$ cat config.mk
export PLATFORM = sky130hd
export DESIGN_NAME = regfile_port_arbiter
export DESIGN_NICKNAME = d
export VERILOG_FILES = /design/src/rtl/regfile_port_arbiter.sv
export SDC_FILE = /design/constraint.sdc
export NUM_CORES = 1
export LEC_CHECK = 0
export ABC_AREA = 1
export CAP_MARGIN = 20
export CELL_PAD_IN_SITES_DETAIL_PLACEMENT = 0
export CELL_PAD_IN_SITES_GLOBAL_PLACEMENT = 1
export CORE_MARGIN = 1
export CORE_UTILIZATION = 36
export CTS_CLUSTER_SIZE = 14
export DETAILED_ROUTE_END_ITERATION = 10
export DONT_BUFFER_PORTS = 1
export HOLD_SLACK_MARGIN = 0.02
export MAX_ROUTING_LAYER = met4
export PLACE_DENSITY = 0.76
export RECOVER_POWER = 50
export SLEW_MARGIN = 20
export SYNTH_ARGS = -nofsm -noshare
export SYNTH_HDL_FRONTEND = slang
export SYNTH_SLANG_ARGS = --single-unit
export TNS_END_PERCENT = 50
$ cat constraint.sdc
create_clock -name clk -period 1.38 [get_ports clk]
set_input_delay 0.207 -clock clk [delete_from_list [all_inputs] [get_ports clk]]
set_output_delay 0.207 -clock clk [all_outputs]
set_load 0.01 [all_outputs]
$ cat src/rtl/regfile_port_arbiter.sv
// Round-robin arbiter for two requesters onto the register file's read and write ports,
// plus a sequencer that zeroes all eight entries on request.
module regfile_port_arbiter #(
    parameter int unsigned N = 16
) (
    input  logic         clk,
    input  logic         rst,
    input  logic         r0_req,
    input  logic         r0_we,
    input  logic [2:0]   r0_addr,
    input  logic [N-1:0] r0_wdata,
    input  logic         r1_req,
    input  logic         r1_we,
    input  logic [2:0]   r1_addr,
    input  logic [N-1:0] r1_wdata,
    output logic         r0_gnt,
    output logic         r1_gnt,
    output logic         r0_rvalid,
    output logic         r1_rvalid,
    output logic [N-1:0] r0_rdata,
    output logic [N-1:0] r1_rdata,
    input  logic         init_start,
    output logic         init_busy,
    output logic         rf_read_enable,
    output logic         rf_write_enable,
    output logic [2:0]   rf_read_addr,
    output logic [2:0]   rf_write_addr,
    output logic [N-1:0] rf_write_data,
    input  logic [N-1:0] rf_read_data
);

    localparam int unsigned AW = 3;
    localparam logic [AW-1:0] CNT_LAST = AW'(7);

    typedef enum logic {
        ST_RUN  = 1'b0,
        ST_INIT = 1'b1
    } state_t;

    state_t        state;
    state_t        state_nxt;
    logic [AW-1:0] cnt;
    logic [AW-1:0] cnt_nxt;
    logic          rd_ptr;
    logic          rd_ptr_nxt;
    logic          wr_ptr;
    logic          wr_ptr_nxt;
    logic [1:0]    rd_cand;
    logic [1:0]    wr_cand;
    logic [1:0]    rd_gnt;
    logic [1:0]    wr_gnt;
    logic          rf_re_c;
    logic          rf_we_c;
    logic [AW-1:0] rf_raddr_c;
    logic [AW-1:0] rf_waddr_c;
    logic [N-1:0]  rf_wdata_c;

    assign rd_cand = {r1_req & ~r1_we, r0_req & ~r0_we};
    assign wr_cand = {r1_req & r1_we, r0_req & r0_we};

    // Pointer value 0 favours requester 0 on a tie.
    always_ff @(posedge clk or negedge rst) begin
        if (!rst) begin
            state     <= ST_RUN;
            cnt       <= '0;
            rd_ptr    <= 1'b0;
            wr_ptr    <= 1'b0;
            r0_rvalid <= 1'b0;
            r1_rvalid <= 1'b0;
        end else begin
            state     <= state_nxt;
            cnt       <= cnt_nxt;
            rd_ptr    <= rd_ptr_nxt;
            wr_ptr    <= wr_ptr_nxt;
            r0_rvalid <= rd_gnt[0];
            r1_rvalid <= rd_gnt[1];
        end
    end

    always_comb begin
        state_nxt  = state;
        cnt_nxt    = cnt;
        rd_ptr_nxt = rd_ptr;
        wr_ptr_nxt = wr_ptr;
        rd_gnt     = 2'b00;
        wr_gnt     = 2'b00;
        rf_re_c    = 1'b0;
        rf_we_c    = 1'b0;
        rf_raddr_c = '0;
        rf_waddr_c = '0;
        rf_wdata_c = '0;
        case (state)
            ST_RUN: begin
                if (rd_cand[0] && (!rd_cand[1] || !rd_ptr)) begin
                    rd_gnt = 2'b01;
                end else if (rd_cand[1]) begin
                    rd_gnt = 2'b10;
                end
                if (wr_cand[0] && (!wr_cand[1] || !wr_ptr)) begin
                    wr_gnt = 2'b01;
                end else if (wr_cand[1]) begin
                    wr_gnt = 2'b10;
                end
                if (rd_gnt[0]) begin
                    rf_re_c    = 1'b1;
                    rf_raddr_c = r0_addr;
                    rd_ptr_nxt = 1'b1;
                end else if (rd_gnt[1]) begin
                    rf_re_c    = 1'b1;
                    rf_raddr_c = r1_addr;
                    rd_ptr_nxt = 1'b0;
                end
                if (wr_gnt[0]) begin
                    rf_we_c    = 1'b1;
                    rf_waddr_c = r0_addr;
                    rf_wdata_c = r0_wdata;
                    wr_ptr_nxt = 1'b1;
                end else if (wr_gnt[1]) begin
                    rf_we_c    = 1'b1;
                    rf_waddr_c = r1_addr;
                    rf_wdata_c = r1_wdata;
                    wr_ptr_nxt = 1'b0;
                end
                if (init_start) begin
                    state_nxt = ST_INIT;
                    cnt_nxt   = '0;
                end
            end
            ST_INIT: begin
                rf_we_c    = 1'b1;
                rf_waddr_c = cnt;
                cnt_nxt    = cnt + AW'(1);
                if (cnt == CNT_LAST) begin
                    state_nxt = ST_RUN;
                end
            end
            default: begin
                state_nxt = ST_RUN;
            end
        endcase
    end

    // Grants and port enables are held off for as long as reset is asserted.
    assign r0_gnt          = rst & (rd_gnt[0] | wr_gnt[0]);
    assign r1_gnt          = rst & (rd_gnt[1] | wr_gnt[1]);
    assign rf_read_enable  = rst & rf_re_c;
    assign rf_write_enable = rst & rf_we_c;
    assign rf_read_addr    = rf_raddr_c;
    assign rf_write_addr   = rf_waddr_c;
    assign rf_write_data   = rf_wdata_c;
    assign r0_rdata        = rf_read_data;
    assign r1_rdata        = rf_read_data;
    assign init_busy       = (state == ST_INIT);

endmodule

== Word level (Yosys, flattened, before mapping) ==
Index checks and enable logic that the tools add are counted.

* Flip-flop bits (word level): 8
* Output and inout bits: 61

* Add/sub/neg operators: 1
* Equality and inequality tests: 2
* Mux-type cells: 32
* Bitwise logic cells: 13
* Reductions and logical operators: 12

{| class="wikitable"
|+ Operator list
! cell !! count
|-
| two-way mux 16 bit || 3
|-
| two-way mux 3 bit || 6
|-
| two-way mux 2 bit || 8
|-
| one-hot mux 3 bit (2 select lines) || 2
|-
| two-way mux 1 bit || 11
|-
| bitwise AND 1 bit || 8
|-
| zero test 1 bit || 4
|-
| one-hot mux 1 bit (2 select lines) || 2
|-
| AND reduction 2 bit || 2
|-
| nonzero test 2 bit || 2
|-
| adder 3 x 1 -> 3 bit (second input constant) || 1
|-
| == test 3 bit (second input constant) || 1
|-
| NOT 1 bit || 3
|-
| logical AND 1 bit || 2
|-
| logical OR 1 bit || 2
|-
| != test 2 bit (second input constant) || 1
|-
| bitwise OR 1 bit || 2
|}

== Logic depth before layout (Yosys ltp) ==
Gate-level depths: netlist of run 1.

* Depth after elaboration: 11
* Depth in mapped cells: 8
* Mapped depth without buffers: 7

== Worst setup path before layout of run 1 ==
No wires, ideal clock.

* Kind: flip-flop to output port
* Start point: register state (netlist: init_busy)
* End point: output rf_write_data[0]
* Arrival time: 1109 ps
* Required time: 1173 ps
* Path slack: 64 ps
* Stages on the path, launching flop included: 8
* Path through: dfrtp_1 -> buf_6 -> inv_4 -> nand3_2 -> inv_4 -> buf_6 -> nand2_1 -> nand2_1

* Longest elaborated chain between the ends: 1

{| class="wikitable"
|+ RTL lines
! item !! RTL line !! RTL
|-
| start: declaration || 40 || <nowiki>state_t state;</nowiki>
|-
| start signal: assignment || 71 || <nowiki>state <= state_nxt;</nowiki>
|-
| two-way mux 16 bit || 92 || <nowiki>case (state)</nowiki>
|-
| end: declaration || 28 || <nowiki>output logic [N-1:0] rf_write_data,</nowiki>
|}

No other way between the ends.

== Worst setup path after layout of run 1 ==
* Start point: register wr_ptr
* End point: output r1_gnt

* Longest elaborated chain between the ends: 8

{| class="wikitable"
|+ RTL lines
! item !! RTL line !! RTL
|-
| start: declaration || 46 || <nowiki>logic wr_ptr;</nowiki>
|-
| start signal: assignment || 74 || <nowiki>wr_ptr <= wr_ptr_nxt;</nowiki>
|-
| zero test 1 bit || 99 || <nowiki>if (wr_cand[0] && (!wr_cand[1] || !wr_ptr)) begin</nowiki>
|-
| logical OR 1 bit || 99 ||
|-
| logical AND 1 bit || 99 ||
|-
| two-way mux 2 bit || 99 ||
|-
| two-way mux 2 bit (2 in a row) || 92 ||
|-
| bitwise OR 1 bit || 145 || <nowiki>assign r1_gnt = rst & (rd_gnt[1] | wr_gnt[1]);</nowiki>
|-
| bitwise AND 1 bit || 145 ||
|-
| end: declaration || 17 || <nowiki>output logic r1_gnt,</nowiki>
|}

No other way between the ends. The select of a mux whose other input is x is not followed.

==> qor.csv, run 1 <==
stage;metric;value;unit
outcome;outcome;finished, violations left;
outcome;violations;negative setup slack;
logic_synthesis;synth_top_area_frac;0.2475;
logic_synthesis;synth_top_family_by_area;simple AND/OR/NAND/NOR gates;
clock_tree;clk_latency;0.26;ns
layout;drive_gt1_frac;0.4397;
layout;final_area;0.001037;mm2
detailed_routing;ant_nets;0;
logic_synthesis;synth_seq_cells;8;
placed_design;place_area;770.7;um2
sta;finalSetupViolCount;25;
global_routing;overflow;0;
floorplanning;start_util;0.3933;
run;maxCapViolations;0;
floorplanning;top_level_ports;122;
setup_path;slowest_stage;dfrtp_1;
pwr;powerDensity;1161;mW/mm2
setup_path;cp-end-kind;output pin;
detailed_routing;vias_per_cell;5.269;
sta;fin_skew;0.003534;ns
setup_path;worstPathArrival;1.28;ns
setup_path;worstRegToRegCells;3;
sta;min_period;1.485;ns
detailed_routing;vias;901;
pwr;peakVddDrop;0.7425;mV
setup_path;timing.rr.end;cnt[2]$_DFFE_PN0P_;
hold_path;worstHoldStart;init_start;
layout;layout.nets;206;
hold_path;hold-path-endpoint;init_busy$_DFF_PN0_;
clock_tree;cts.path.max_buffers;2;
clock_tree;cts.clk_slew.worst_paths;0.06;ns
sta;max-slew-margin-rel;0.7270;
clock_tree;tritoncts;done;
pwr;p_leak;0.5306;nW
global_routing;grt_max_degree;18;
logic_synthesis;synth-compound-area-share;0.05250;
logic_synthesis;syn_area_per_cell;6.376;um2
placed_design;pre_cts_ws;0.06650;ns
setup_path;cp-start-kind;flip-flop;
clock_tree;clock-root-buffer;clkbuf_4;
floorplanning;die_x;54.73;um
hold_path;hold_depth;2;
setup_path;crit_chain;nand3_4, nand2_4, nand3_4, a21oi_1;
logic_synthesis;synth_top_area_cell;nand2_1;
placed_design;dp_hpwl;1917;um
sta;finalHoldViolations;0;
logic_synthesis;synthAdderAreaFrac;0.02500;
detailed_routing;first_iter_violations;16;
setup_path;r2r-start;cnt[0]$_DFFE_PN0P_;
placed_design;gp_congestion;0.7863;
sta;fmax;673.6;MHz
logic_synthesis;syn_nets;220;
sta;tightestPinTransition;0.4082;ns
global_routing;grt_pass1_wl;3443;um
sta;rsz0062_at_grt;true;
sta;hold_ws;0.1544;ns
sta;fin_tns_setup;-1.739;ns
sta;drv_slew;0;
detailed_routing;first_pass_iters;4;
logic_synthesis;yosysUniqueCellTypes;18;
global_routing;antenna_found_initial;0;
global_routing;grtUsageTotal;0.1735;
detailed_routing;wirelength;2776;um
floorplanning;die_h;54.73;um
detailed_routing;drc;0;
setup_path;path_max_fanout;3;
sta;final.setup.worst_slack;-0.1046;ns
floorplanning;fp.coreArea;0.002545;mm2
layout;synthToLayoutAreaGrowth;3.625;%
setup_path;crit_required;1.17;ns
logic_synthesis;synth_area;0.001001;mm2
logic_synthesis;synthMuxAreaShare;0;
logic_synthesis;synth_xor_xnor_area_share;0;
logic_synthesis;syn_inst;157;
clock_tree;htreeDepth;1;
pwr;power;0.001204;W
floorplanning;fp-row-count;18;
clock_tree;cts_made_buffers;3;
setup_path;reg2reg_slack;0.15;ns
logic_synthesis;yosys_warnings;0;
layout;diodes;0;
logic_synthesis;netlist_top_cells_area;nand2_1 (25%), buf_4 (24%), dfrtp_1 (20%), nor2_1 (4.1%), nand3_1 (3.0%);
clock_tree;cts_sinks;8;
setup_path;path_class;reg -> out;
sta;fin_crit_sh;1.076;
setup_path;crit_top_cell;nand3_4;
setup_path;max_stage_delay;0.40;ns
floorplanning;die_area;0.002995;mm2
placed_design;port_buffers;0;
global_routing;grt_pass1_vias;707;
hold_path;hold_class;in -> reg;
detailed_routing;wl_per_cell;16.23;um
logic_synthesis;ys_seq_area_frac;0.2000;
logic_synthesis;synthSimpleGateAreaFrac;0.3875;
-- cell families (layout without fill, tap and decap cells) --
kind of cell	Yosys count	count (layout)
adder cells (fa/ha/maj)	2	2
flip-flops	8	8
AO/OA/AOI/OAI	9	9
AND/OR/NAND/NOR	91	91
buffers and inverters	47	31
-- Yosys cell counts (all sizes together) --
cell	number
nand3	9
a21oi	3
o21ai	4
ha	2
a22o	2
nand4	2
nand2	69
inv	12
buf	35
dfrtp	8
nor2	11
-- worst max path at each step --
stage	start	endpoint	slack [ns]	cells past startpoint
2_1_floorplan	init_busy$_DFF_PN0_	rf_write_data[0]	0.06	7
3_3_place_gp	init_busy$_DFF_PN0_	rf_read_addr[0]	0.12	6
3_5_place_dp	init_busy$_DFF_PN0_	rf_read_addr[0]	0.07	6
4_1_cts	wr_ptr$_DFFE_PN0P_	r1_gnt	-0.11	4
5_1_grt	wr_ptr$_DFFE_PN0P_	rf_write_data[8]	-0.18	5
6_report	wr_ptr$_DFFE_PN0P_	r1_gnt	-0.10	4
-- placed cells by master, fill, tap and decap left out, types with 2 or more instances in the layout --
cell type,instances
nand2_1,42
nand2_2,26
buf_4,12
dfrtp_1,8
nor2_1,7
inv_1,6
nand3_4,5
nor2_2,4
inv_4,3
nand3_1,3
o21ai_0,3
clkbuf_4,3
inv_2,2
clkinv_4,2
nand4_1,2
a21oi_1,2
a22o_1,2
ha_1,2
-- routing by layer --
metal  track usage  vias to the layer above  part of all wire
met5             -                        -                 0
met4       0.06410                        0            0.0076
met3       0.04722                        4              0.11
met2        0.2691                       62              0.54
met1        0.2123                      409              0.34
li1              -                      426                 -
-- power breakdown --
part	leakage (nW)	internal, W	total (W)	switching (W)
Sequential	0.0972	0.000327	0.000409	0.0000825
Combinational	0.420	0.000263	0.000608	0.000345
Clock	0.0138	0.000100	0.000187	0.0000870
Total	0.531	0.000690	0.00120	0.000514
-- state kept, by name, summed over array words and instances, names as in the netlist --
name       cells
cnt            3
init_busy      1
r0_rvalid      1
r1_rvalid      1
wr_ptr         1
rd_ptr         1
-- layout make-up --
cell class,instances,area [um2]
fill,266,1508
inverter,12,67.56
multi-input combinational,102,589.3
sequential,8,200.2
timing repair buffer,13,100.1
tap,30,37.54
timing repair inverter,3,20.02
clock buffer,3,22.52
-- per-stage QoR --
step / util / std cells
floorplan: - / 157
CTS: 0.3687 / 166
finish: 0.4076 / 171
global route: 0.4076 / 171
global placement: 0.3029 / 154
detailed placement: 0.3029 / 154
-- worst max-delay path: cells and delay by family, from the launching register on --
kind	cells	cell delay [ns]
DFF	1	0.40
and+or+nand+nor	3	0.32
AOI/OAI and AO/OA	1	0.29
-- timing repair --
action                                  4_1_cts  5_1_grt
endpoints found under the setup margin       24       25
gates resized for setup                      29       21
endpoints found under the hold margin         8        0
buffers inserted                              6        4
cloned                                        2        1
hold buffers                                  1        0
pin swaps                                     0        6
Note: power is estimated with default switching activity, not from simulation.
==> run 2: changes to the inputs <==
clock period = 1.43 ns   (was 1.38 ns; I/O delays follow)
==> qor.csv, run 2 (same netlist as run 1, synthesis figures left out) <==
stage;metric;value;unit
layout;layout_commonest_cell;nand2_1;
sta;min_period;1.485;ns
layout;layout.nets;203;
setup_path;max_stage_delay;0.36;ns
setup_path;worstRegToRegCells;5;
clock_tree;tritoncts;done;
global_routing;grt_max_degree;10;
global_routing;grtUsageTotal;0.1827;
run;maxCapViolations;0;
layout;nFillCells;291;
detailed_routing;drc;0;
layout;largest_register_ffs;3;
sta;finalHoldViolations;0;
outcome;violations;negative setup slack;
floorplanning;fp-row-count;18;
layout;diodes;0;
sta;max-slew-margin-rel;0.7388;
placed_design;dp_hpwl;1964;um
hold_path;hold_class;in -> reg;
floorplanning;fp.coreArea;0.002545;mm2
detailed_routing;wl_per_cell;16.32;um
sta;rsz0062_at_grt;true;
outcome;outcome;finished, violations left;
floorplanning;die_x;54.73;um
placed_design;gp_congestion;0.8132;
setup_path;path_max_fanout;8;
clock_tree;htreeDepth;1;
sta;drv_slew;0;
layout;most-common-layout-cells;nand2_1 (42), nand2_2 (27), buf_4 (9);
pwr;peakVddDrop;0.5999;mV
setup_path;path_class;reg -> out;
floorplanning;top_level_ports;122;
sta;finalSetupViolCount;22;
sta;fin_crit_sh;1.038;
pwr;powerDensity;1152;mW/mm2
clock_tree;cts.path.max_buffers;2;
sta;final.setup.worst_slack;-0.05451;ns
sta;tightestPinTransition;0.3905;ns
clock_tree;clk_latency;0.25;ns
layout;final_core_util;0.3830;
hold_path;worstHoldStart;init_start;
setup_path;crit_end;rf_write_data[8];
detailed_routing;first_iter_violations;10;
global_routing;grt_pass1_vias;691;
setup_path;reg2reg_slack;0.21;ns
setup_path;crit_chain;nand3_2, nand2_2, nand3_4, inv_6, nand2_1, nand2_2;
clock_tree;cts_made_buffers;3;
setup_path;cp-start-kind;flip-flop;
sta;fmax;673.6;MHz
layout;regMostFlops;cnt;
detailed_routing;vias;871;
layout;final_area;974.7;um2
detailed_routing;vias_per_cell;5.185;
pwr;p_leak;0.5152;nW
placed_design;place_area;763.2;um2
setup_path;startpoint;wr_ptr$_DFFE_PN0P_;
global_routing;overflow;0;
setup_path;crit_top_cell;nand2_2;
setup_path;timing.rr.end;cnt[0]$_DFFE_PN0P_;
detailed_routing;ant_nets;0;
clock_tree;clock-root-buffer;clkbuf_4;
sta;fin_skew;0.001095;ns
detailed_routing;first_pass_iters;4;
detailed_routing;wirelength;2742;um
floorplanning;die_h;54.73;um
clock_tree;cts_sinks;8;
global_routing;grt_pass1_wl;3574;um
layout;synthToLayoutAreaGrowth;-2.625;%
floorplanning;start_util;0.3933;
setup_path;worstPathArrival;1.27;ns
placed_design;pre_cts_ws;0.1460;ns
sta;fin_tns_setup;-0.7562;ns
setup_path;crit_required;1.22;ns
global_routing;antenna_found_initial;0;
clock_tree;cts.clk_slew.worst_paths;0.05;ns
setup_path;r2r-start;init_busy$_DFF_PN0_;
setup_path;slowest_stage;dfrtp_1;
placed_design;port_buffers;0;
setup_path;cp-end-kind;output pin;
floorplanning;die_area;0.002995;mm2
layout;drive_gt1_frac;0.4130;
## run 2: cell types whose count changed in the layout (fill, tap and decap cells not counted), sizes merged
cell | before | now
buf | 12 | 9
clkinv | 4 | 1
inv | 11 | 14
## run 2: worst max-delay path: cells and delay by family, from the launching register on
family | cells | cell delay (ns)
buffers and inverters | 1 | 0.13
flip-flops | 1 | 0.36
AND/OR/NAND/NOR | 5 | 0.53
## run 2: report_power, final
part	switching (W)	internal [W]
Combinational	0.000319	0.000247
Clock	0.0000757	0.0000960
Sequential	0.0000702	0.000315
Total	0.000465	0.000658
## run 2: repair_timing
action	CTS	global route
buffers inserted	8	0
hold buffers	1	0
gates cloned	3	0
endpoints found under the setup margin	24	25
pin swaps	4	5
endpoints found under the hold margin	8	0
gates resized for setup	29	12
## run 2: through the flow
stage          std cells  hold WS [ns]   power, W
6_report             168        0.1709   0.001123
5_1_grt              168        0.1754   0.001217
4_1_cts              168        0.1577   0.001118
3_5_place_dp         153      -0.08096  0.0008113
3_3_place_gp         153      -0.08093  0.0008001
2_1_floorplan        157      -0.08109  0.0008393
## run 2: worst min-delay path by stage
stage / slack [ns] / endpoint / cells after the start
2_1_floorplan: -0.08 / cnt[0]$_DFFE_PN0P_ / 0
3_3_place_gp: -0.08 / cnt[1]$_DFFE_PN0P_ / 0
3_5_place_dp: -0.08 / cnt[1]$_DFFE_PN0P_ / 0
4_1_cts: 0.16 / init_busy$_DFF_PN0_ / 2
5_1_grt: 0.18 / init_busy$_DFF_PN0_ / 2
6_report: 0.17 / init_busy$_DFF_PN0_ / 2
## run 2: layout make-up
type                       instances  area, um2  area share
multi-input combinational        102      558.0      0.5725
sequential                         8      200.2      0.2054
timing repair buffer              10      77.57     0.07959
inverter                          12      60.06     0.06162
tap                               30      37.54     0.03851
clock buffer                       3      22.52     0.02311
timing repair inverter             3      18.77     0.01926
## run 2: routing by layer
metal,vias to the layer above,GRT usage,part of all wire
met2,56,0.2932,0.53
met5,-,-,0
met1,391,0.2198,0.37
li1,422,-,-
met3,2,0.03611,0.088
met4,0,0.07692,0.0080
==> run 3: changes to the inputs <==
SLEW_MARGIN = unset   (was 20)
==> results of run 3 <==
Final layout, timing and power as in run 2 (identical DEF).
